[config.mk]
export PLATFORM = sky130hd
export DESIGN_NAME = mux_sel_arbiter_flat
export DESIGN_NICKNAME = d
export VERILOG_FILES = /design/src/rtl/mux_sel_arbiter_if.sv /design/src/rtl/mux_sel_arbiter.sv /design/src/flat_wrapper.sv
export SDC_FILE = /design/constraint.sdc
export NUM_CORES = 1
export LEC_CHECK = 0
export ABC_CLOCK_PERIOD_IN_PS = 6000
export CAP_MARGIN = 20
export CORE_ASPECT_RATIO = 0.5
export CORE_UTILIZATION = 50
export CTS_CLUSTER_SIZE = 16
export DETAILED_ROUTE_END_ITERATION = 10
export PLACE_DENSITY = 0.82
export SLEW_MARGIN = 15
export SYNTH_ARGS = -nofsm -noshare
export SYNTH_HDL_FRONTEND = slang
export SYNTH_SLANG_ARGS = --single-unit
[constraint.sdc]
create_clock -name clk -period 6 [get_ports clk]
set_clock_uncertainty 0.05 [all_clocks]
set_input_delay 1.2 -clock clk [delete_from_list [all_inputs] [get_ports clk]]
set_output_delay 1.2 -clock clk [all_outputs]
set_load 0.01 [all_outputs]
[src/rtl/mux_sel_arbiter_if.sv]
// Bus between the round-robin mux-select arbiter (master side) and its requesters/mux (slave side).
// The lock signal exists only when MUX_SEL_ARBITER_LOCK_EN is defined.
interface mux_sel_arbiter_if #(
  parameter int NUM_REQ = 16,
  parameter int SEL_W   = 4
);
  logic               enable;
  logic [NUM_REQ-1:0] req;
  logic               data_in;
  logic [SEL_W-1:0]   sel;
  logic [NUM_REQ-1:0] grant;
  logic               busy;
  logic               sample_q;
  logic               sample_vld;
  logic               timeout;
`ifdef MUX_SEL_ARBITER_LOCK_EN
  logic               lock;
`endif

  modport master (
`ifdef MUX_SEL_ARBITER_LOCK_EN
    input  lock,
`endif
    input  enable, req, data_in,
    output sel, grant, busy, sample_q, sample_vld, timeout
  );

  modport slave (
`ifdef MUX_SEL_ARBITER_LOCK_EN
    output lock,
`endif
    output enable, req, data_in,
    input  sel, grant, busy, sample_q, sample_vld, timeout
  );
endinterface

[src/rtl/mux_sel_arbiter.sv]
// Round-robin arbiter sharing a 16:1 select mux; samples the mux output while a grant is held.
// Optional MUX_SEL_ARBITER_LOCK_EN adds a lock input that suppresses the hold-time limit.
module mux_sel_arbiter #(
  parameter int NUM_REQ  = 16,
  parameter int SEL_W    = 4,
  parameter int MAX_HOLD = 8,
  parameter int CNT_W    = 4
) (
  input  logic                 clk,
  input  logic                 rst_n,
  mux_sel_arbiter_if.master    bus
);

  typedef enum logic [1:0] {S_IDLE, S_GRANT, S_GAP} state_e;

  state_e             state_q,      state_d;
  logic [SEL_W-1:0]   sel_q,        sel_d;
  logic [NUM_REQ-1:0] grant_q,      grant_d;
  logic               busy_q,       busy_d;
  logic               sample_q,     sample_d;
  logic               sample_vld_q, sample_vld_d;
  logic               timeout_q,    timeout_d;
  logic [CNT_W-1:0]   hold_cnt_q,   hold_cnt_d;
  logic [SEL_W-1:0]   last_idx_q,   last_idx_d;

  logic [SEL_W-1:0]   winner;
  logic               hold_max;
  logic               cur_req;
  logic               lock_on;

  // Scan starts just past the last served index; last_idx itself is checked last.
  function automatic logic [SEL_W-1:0] pick_winner(input logic [NUM_REQ-1:0] r,
                                                    input logic [SEL_W-1:0]   last);
    logic found;
    int   idx;
    pick_winner = last;
    found       = 1'b0;
    for (int k = 1; k <= NUM_REQ; k++) begin
      idx = (int'(last) + k) % NUM_REQ;
      if (!found && r[idx]) begin
        pick_winner = SEL_W'(idx);
        found       = 1'b1;
      end
    end
  endfunction

`ifdef MUX_SEL_ARBITER_LOCK_EN
  assign lock_on = bus.lock;
`else
  assign lock_on = 1'b0;
`endif

  assign winner   = pick_winner(bus.req, last_idx_q);
  assign hold_max = (hold_cnt_q == CNT_W'(MAX_HOLD - 1));
  assign cur_req  = bus.req[sel_q];

  // NOTE: every signal gets a default before the case so no path leaves it unassigned (no latches).
  always_comb begin
    state_d      = state_q;
    sel_d        = sel_q;
    grant_d      = grant_q;
    busy_d       = busy_q;
    sample_d     = sample_q;
    sample_vld_d = 1'b0;
    timeout_d    = 1'b0;
    hold_cnt_d   = hold_cnt_q;
    last_idx_d   = last_idx_q;

    case (state_q)
      S_GRANT: begin
        sample_d     = bus.data_in;
        sample_vld_d = 1'b1;
        hold_cnt_d   = hold_max ? hold_cnt_q : hold_cnt_q + CNT_W'(1);
        if (!cur_req || (hold_max && !lock_on)) begin
          state_d    = S_GAP;
          grant_d    = '0;
          busy_d     = 1'b0;
          last_idx_d = sel_q;
          // Still requesting at release means the hold limit ended the grant.
          timeout_d  = cur_req;
        end
      end
      default: begin
        // IDLE and GAP arbitrate identically; sel keeps its last value.
        grant_d = '0;
        busy_d  = 1'b0;
        if (bus.enable && (|bus.req)) begin
          state_d         = S_GRANT;
          grant_d[winner] = 1'b1;
          sel_d           = winner;
          busy_d          = 1'b1;
          hold_cnt_d      = '0;
        end else begin
          state_d = S_IDLE;
        end
      end
    endcase
  end

  // NOTE: sequential state uses non-blocking assignments so all flops update from pre-edge values.
  always_ff @(posedge clk) begin
    if (!rst_n) begin
      state_q      <= S_IDLE;
      sel_q        <= '0;
      grant_q      <= '0;
      busy_q       <= 1'b0;
      sample_q     <= 1'b0;
      sample_vld_q <= 1'b0;
      timeout_q    <= 1'b0;
      hold_cnt_q   <= '0;
      last_idx_q   <= SEL_W'(NUM_REQ - 1);
    end else begin
      state_q      <= state_d;
      sel_q        <= sel_d;
      grant_q      <= grant_d;
      busy_q       <= busy_d;
      sample_q     <= sample_d;
      sample_vld_q <= sample_vld_d;
      timeout_q    <= timeout_d;
      hold_cnt_q   <= hold_cnt_d;
      last_idx_q   <= last_idx_d;
    end
  end

  assign bus.sel        = sel_q;
  assign bus.grant      = grant_q;
  assign bus.busy       = busy_q;
  assign bus.sample_q   = sample_q;
  assign bus.sample_vld = sample_vld_q;
  assign bus.timeout    = timeout_q;

endmodule

[src/flat_wrapper.sv]
// flat-port wrapper written by rule: the top's interface ports become plain ports
module mux_sel_arbiter_flat 
#(
  parameter int NUM_REQ  = 16,
  parameter int SEL_W    = 4,
  parameter int MAX_HOLD = 8,
  parameter int CNT_W    = 4
)
  (clk, rst_n, bus_enable, bus_req, bus_data_in, bus_sel, bus_grant, bus_busy, bus_sample_q, bus_sample_vld, bus_timeout);
  mux_sel_arbiter_if #(.NUM_REQ(NUM_REQ), .SEL_W(SEL_W)) bus_i ();
  input  logic clk;
  input  logic rst_n;
  input wire logic [$bits(bus_i.enable)-1:0] bus_enable;
  input wire logic [$bits(bus_i.req)-1:0] bus_req;
  input wire logic [$bits(bus_i.data_in)-1:0] bus_data_in;
  output wire logic [$bits(bus_i.sel)-1:0] bus_sel;
  output wire logic [$bits(bus_i.grant)-1:0] bus_grant;
  output wire logic [$bits(bus_i.busy)-1:0] bus_busy;
  output wire logic [$bits(bus_i.sample_q)-1:0] bus_sample_q;
  output wire logic [$bits(bus_i.sample_vld)-1:0] bus_sample_vld;
  output wire logic [$bits(bus_i.timeout)-1:0] bus_timeout;
  assign bus_i.enable = bus_enable;
  assign bus_i.req = bus_req;
  assign bus_i.data_in = bus_data_in;
  assign bus_sel = bus_i.sel;
  assign bus_grant = bus_i.grant;
  assign bus_busy = bus_i.busy;
  assign bus_sample_q = bus_i.sample_q;
  assign bus_sample_vld = bus_i.sample_vld;
  assign bus_timeout = bus_i.timeout;
  mux_sel_arbiter #(.NUM_REQ(NUM_REQ), .SEL_W(SEL_W), .MAX_HOLD(MAX_HOLD), .CNT_W(CNT_W)) u_core (.clk(clk), .rst_n(rst_n), .bus(bus_i));
endmodule
==> metrics.txt, run 1 <==
status complete, no violations; syn avg cell area 8.92 µm²; post-synthesis simple-gate area fraction 0.166; area occupied by multi-input gates 0.00275 mm²; wire length of the first global-routing pass 17,200 µm; Std-Cell Rows 21; Max VDD drop 0.000254 V; Yosys top cell by area dfxtp_1; largest family of logic cells by synthesized area multiplexers; Internal Power 1.16 mW; mux share of post-synthesis cell area 0.308; footprint of the flip-flops and latches 661 µm²; clock edge transition at the registers on the reported setup and hold paths 0.05 ns; # IOs 44; post-synthesis cell type count 66; top-count cell post-synth nand2_1; Critical Path Source Type input port; clock tree from TritonCTS yes; synthesized instance count 399; total core area 0.00678 mm²; arithmetic-cell share of the synthesized area counting full adders, half adders and majority gates 0.0316; share of cells above drive strength 1 0.154; antenna violations before repair 0; share of total power consumed by net switching 0.525; number of hold-repair buffers added at the cts stage 0; Starting Density 0.525; Max H-tree Level 2; Design Power 2.43 mW; height of the die 61.7 µm; Async SR Flop Fraction 0; sequential group share of total power 0.126; detailed placer's ending HPWL 8150 µm; count of filler cells inserted in the layout 589; path type of the worst setup path in2reg; DRC violation count after routing 0; final hold vios 0; via count 3,692; Antenna Cells 0; fin crit period 5.02 ns; cell total after placement 526; area share of xor/xnor cells in the synthesized design 0.0383; Final Wtd Congestion 0.982; post-layout net count 470; post-synthesis compound-gate area fraction 0.228; Slew @ Worst Pin 0.993 ns; number of max-slew violations in the final report 0; count of input and output buffers 43; number of global-route vias before repair 3,278; count of instances resized after the clock tree is built 0; die area 0.00748 mm²; minimum hold slack 0.404 ns; first drt pass iteration count 5; Crit. End Element flip-flop; count of placed standard cells in the final layout, fillers left out 534; type of the worst min-delay path reg2reg; number of sinks driven by the clock tree 33; Clock Tree Buf Depth 2; cts bufs inserted 5; post-DR wirelength/cell 20.4 µm; CTS Root Cell clkbuf_16; maximum cell stage delay along the critical path 0.69 ns; overall die width 121 µm; Synthesis Warnings 0; worst-path fanout max 8; final setup TNS 0 ns; Syn-to-layout area delta 19.0%; Leakage Power 1.53 nW; sequential-to-total area share from yosys stat 0.186; final worst path period share 0.837; post-synthesis sequential element count 33; cell at the slowest stage of the critical path mux4_1; main flop type after synthesis dfxtp_1; unrepaired setup endpoints after global routing no; max-capacitance violation count 0; endpoints failing setup 0; ranking of synthesized cells by instance count nand2_1, dfxtp_1, mux2i_1; buffer count from post-CTS setup fixing 0; number of DRC markers after the initial detailed-route iteration 478; final antenna-violating net count 0; Mapped Nets 428; final routed wirelength across all metal layers 10,900 µm; worst endpoint data arrival time 5.16 ns; Rel. slew slack 0.336; Clk pwr share 0.099; Synth area leaders dfxtp_1, mux4_2, mux2i_1; vias per std cell 6.91; Crit path required time 6.14 ns; clock network latency to the later pin of the worst-skew pair 0.28 ns; EDFF count, synth 0; power density cells 575 mW/mm²; remaining global-route overflow 0; Yosys top cell area share 0.186; mapped cell area 0.00356 mm²; chain of cells forming the critical path clkdlybuf4s50_1 > mux4_1 > mux4_2 > or4b_1 > nor4_1 > a211oi_1 > xnor2_1 > nand4_1 > o31ai_1; pin count of the biggest net entering global routing 23; switching power of the nets 1.28 mW; total global-route track usage 0.305; portion of total power attributed to combinational logic 0.775; Fmax 0.199 GHz
layer usage:
metal | vias up | wire (µm) | global-route usage
met5 | - | 0 | 0
met4 | 0 | 251 | 0.111
met3 | 26 | 1350 | 0.0861
met2 | 245 | 4790 | 0.472
met1 | 1763 | 4500 | 0.412
li1 | 1658 | - | -
stage by stage:
step | area (µm²) | setup WS, ns | util
2_1_floorplan | 3560 | 1.62 | -
5_1_grt | 4240 | 0.745 | 0.625
3_3_place_gp | 4090 | 0.836 | 0.604
4_1_cts | 4240 | 1.06 | 0.625
6_report | 4240 | 0.978 | 0.625
3_5_place_dp | 4090 | 0.788 | 0.604
cells by family (layout without fill, tap and decap cells):
family / Yosys count / count (layout)
xor+xnor: 13 / 13
mux: 71 / 71
buf+inv: 34 / 77
fa+ha+maj: 9 / 9
simple gates: 124 / 124
compound gates: 115 / 115
flops: 33 / 33
worst paths after layout:
check | from | to | slack [ns] | cells past startpoint
max | bus_req[15] | u_core.bus.grant[5] | 0.98 | 9
max reg2reg | u_core.last_idx_q[1] | u_core.bus.grant[5] | 1.29 | 11
min | u_core.bus.grant[11] | u_core.bus.grant[11] | 0.40 | 2
min reg2reg | u_core.bus.grant[11] | u_core.bus.grant[11] | 0.40 | 2
layout make-up:
cell class | instances | area share
clock buffer | 5 | 0.0295
multi-input combinational | 332 | 0.649
tap | 92 | 0.0272
inverter | 15 | 0.0133
timing repair buffer | 54 | 0.121
sequential | 33 | 0.156
clock inverter | 3 | 0.00414
power groups by stage:
stage	registers [mW]	logic, mW	clock network [mW]
after floorplan	0.311	1.34	0
after global placement	0.310	1.79	0
after detailed placement	0.311	1.81	0
after CTS	0.307	1.83	0.245
after global routing	0.313	2.02	0.258
final	0.308	1.89	0.240
cells in the final DEF (no fill, tap or decap), types with 6 or more instances in the layout:
master / Yosys / layout
o22ai_1: 6 / 6
dfxtp_1: 33 / 33
nor2_1: 21 / 21
o31ai_1: 16 / 16
buf_4: 1 / 11
ha_1: 9 / 9
o21ai_0: 15 / 15
clkdlybuf4s50_1: 0 / 43
mux4_2: 27 / 27
mux2_2: 12 / 12
a21oi_1: 23 / 23
xnor2_1: 6 / 6
o211ai_1: 6 / 6
nor3_1: 10 / 10
nand2_1: 51 / 51
inv_1: 14 / 14
nand3_1: 7 / 7
mux2i_1: 30 / 30
state kept, by name (all words and copies together) (netlist names):
name and cells:
u_core.bus.grant 16, u_core.hold_cnt_q 4, u_core.bus.sel 4, u_core.bus.sample_q 1, u_core.bus.timeout 1, u_core.bus.sample_vld 1
u_core.state_q 2, u_core.last_idx_q 4
critical path, delay by kind of cell:
| kind | cells | cell delay (ns) |
|---|---|---|
| xor+xnor | 1 | 0.35 |
| mux | 2 | 1.32 |
| simple gates | 3 | 1.26 |
| compound gates | 2 | 0.51 |
| buf+inv | 1 | 0.52 |
Power figures use the tool's default switching activity.
==> inputs of run 2 (changes only) <==
- ABC_CLOCK_PERIOD_IN_PS: 6000 -> 4900
- clock period: 6 -> 4.9 ns (I/O delays scaled with it)
==> run 2 against run 1 <==
  * Sequential share of layout area decreased by 0.40 points
  * Highest routed layer unchanged
  * Count of clock-buffer cells in the layout increased by 2
  * Critical path type unchanged
  * Wire length increased by 4.0%
  * First-iteration DRC count decreased by 6.3%
  * Clock power increased by 53%
==> metrics.txt, run 2 (same netlist as run 1, synthesis figures left out) <==
status complete, no violations (unchanged); Max VDD drop 0.000340 V (was 0.000254 V); count of filler cells inserted in the layout 562 (was 589); fin crit period 4.66 ns; number of sinks driven by the clock tree 33 (unchanged); power density cells 728 mW/mm² (was 575 mW/mm²); Fmax 0.215 GHz; post-layout net count 481 (was 470); final routed wirelength across all metal layers 11,300 µm (was 10,900 µm); Starting Density 0.525 (unchanged); number of max-slew violations in the final report 0 (unchanged); wire length of the first global-routing pass 17,400 µm (was 17,200 µm); final worst path period share 0.951; Crit path required time 5.03 ns (was 6.14 ns); buffer count from post-CTS setup fixing 0 (unchanged); Antenna Cells 0 (unchanged); die area 0.00748 mm² (unchanged); total global-route track usage 0.307 (was 0.305); worst endpoint data arrival time 4.79 ns (was 5.16 ns); endpoints failing setup 0 (unchanged); Critical Path Source Type input port (unchanged); most frequent standard cell in the layout excluding fill and tap cells nand2_1 (unchanged); DRC violation count after routing 0 (unchanged); final setup TNS 0 ns (unchanged); Leakage Power 1.60 nW (was 1.53 nW); Final Worst Setup Slack 0.242 ns (was 0.978 ns); number of hold-repair buffers added at the cts stage 0 (unchanged); unrepaired setup endpoints after global routing no (unchanged); remaining global-route overflow 0 (unchanged); path type of the worst setup path in2reg (unchanged); share of cells above drive strength 1 0.172 (was 0.154); detailed placer's ending HPWL 8350 µm (was 8150 µm); Syn-to-layout area delta 22.1% (was 19.0%); count of input and output buffers 43 (unchanged); worst-path fanout max 6 (was 8); Rel. slew slack 0.356 (was 0.336); worst setup slack after placement 0.128 ns (was 0.788 ns); final hold vios 0 (unchanged); Max H-tree Level 2 (unchanged); area occupied by multi-input gates 0.00275 mm² (unchanged); Final Wtd Congestion 1.01 (was 0.982); number of global-route vias before repair 3,362 (was 3,278); CTS Root Cell clkbuf_16 (unchanged); vias per std cell 6.88 (was 6.91); total core area 0.00678 mm² (unchanged); footprint of the flip-flops and latches 661 µm² (unchanged); number of DRC markers after the initial detailed-route iteration 448 (was 478); clock tree from TritonCTS yes (unchanged); max-capacitance violation count 0 (unchanged); first drt pass iteration count 7 (was 5); antenna violations before repair 0 (unchanged); count of instances resized after the clock tree is built 0 (unchanged); Crit. End Element flip-flop (unchanged); overall die width 121 µm (unchanged); Slew @ Worst Pin 0.963 ns (was 0.993 ns); # IOs 44 (unchanged); final antenna-violating net count 0 (unchanged); Largest register FFs 16 (unchanged); clock edge transition at the registers on the reported setup and hold paths 0.05 ns (about the same); height of the die 61.7 µm (unchanged); via count 3,747 (was 3,692); Std-Cell Rows 21 (unchanged); cts bufs inserted 5 (unchanged); post-DR wirelength/cell 20.8 µm (was 20.4 µm); type of the worst min-delay path reg2reg (unchanged); commonest non-fill, non-tap cells in the layout nand2_1, clkdlybuf4s50_1, dfxtp_1, mux2i_1, mux4_2 (unchanged); Clock Tree Buf Depth 2 (unchanged); pin count of the biggest net entering global routing 23 (unchanged); clock network latency to the later pin of the worst-skew pair 0.28 ns (about the same)
## run 2: worst paths after layout
kind,to,slack [ns],depth (start not counted),from
min reg2reg,u_core.bus.grant[14],0.40,2,u_core.bus.grant[14]
min,u_core.bus.grant[14],0.40,2,u_core.bus.grant[14]
max,u_core.bus.grant[7],0.24,10,bus_req[9]
max reg2reg,u_core.bus.grant[7],0.43,12,u_core.last_idx_q[1]
## run 2: report_power, final
| group | switching [mW] | internal (mW) | leakage, nW |
|---|---|---|---|
| Sequential | 0.0623 | 0.320 | 0.268 |
| Clock | 0.112 | 0.254 | 0.0841 |
| Combinational | 1.44 | 0.978 | 1.25 |
| Total | 1.61 | 1.55 | 1.60 |
## run 2: worst max-delay path, stage by stage
cell and delay [ns]:
clkdlybuf4s50_1 0.52, mux4_2 0.58, mux4_2 0.56, nor2_1 0.17
or4b_1 0.51, nor4_1 0.38, a211oi_1 0.23, xnor2_1 0.31
nand4_1 0.26, o31ai_1 0.29
## run 2: through the flow
step | cell area (µm²) | utilization | power, mW | instances | hold slack (ns)
after floorplan | 3560 | - | 2.03 | 399 | 0.394
after global placement | 4180 | 0.616 | 2.67 | 537 | 0.388
after detailed placement | 4180 | 0.616 | 2.70 | 537 | 0.391
final | 4350 | 0.641 | 3.16 | 545 | 0.402
after global routing | 4350 | 0.641 | 3.32 | 545 | 0.425
after CTS | 4350 | 0.641 | 3.08 | 545 | 0.404
## run 2: cell type report
class                           instances  share of cell area
Multi-Input combinational cell        332               0.632
Sequential cell                        33               0.152
Timing Repair Buffer                   65               0.137
Clock buffer                            7              0.0328
Tap cell                               92              0.0265
Inverter                               15              0.0129
Clock inverter                          1             0.00691
## run 2: metal layers
layer,track usage,wire length (µm),vias up
li1,-,-,1681
met1,0.402,4630,1776
met2,0.489,5040,260
met3,0.0917,1400,30
met4,0.115,242,0
met5,0,0,-
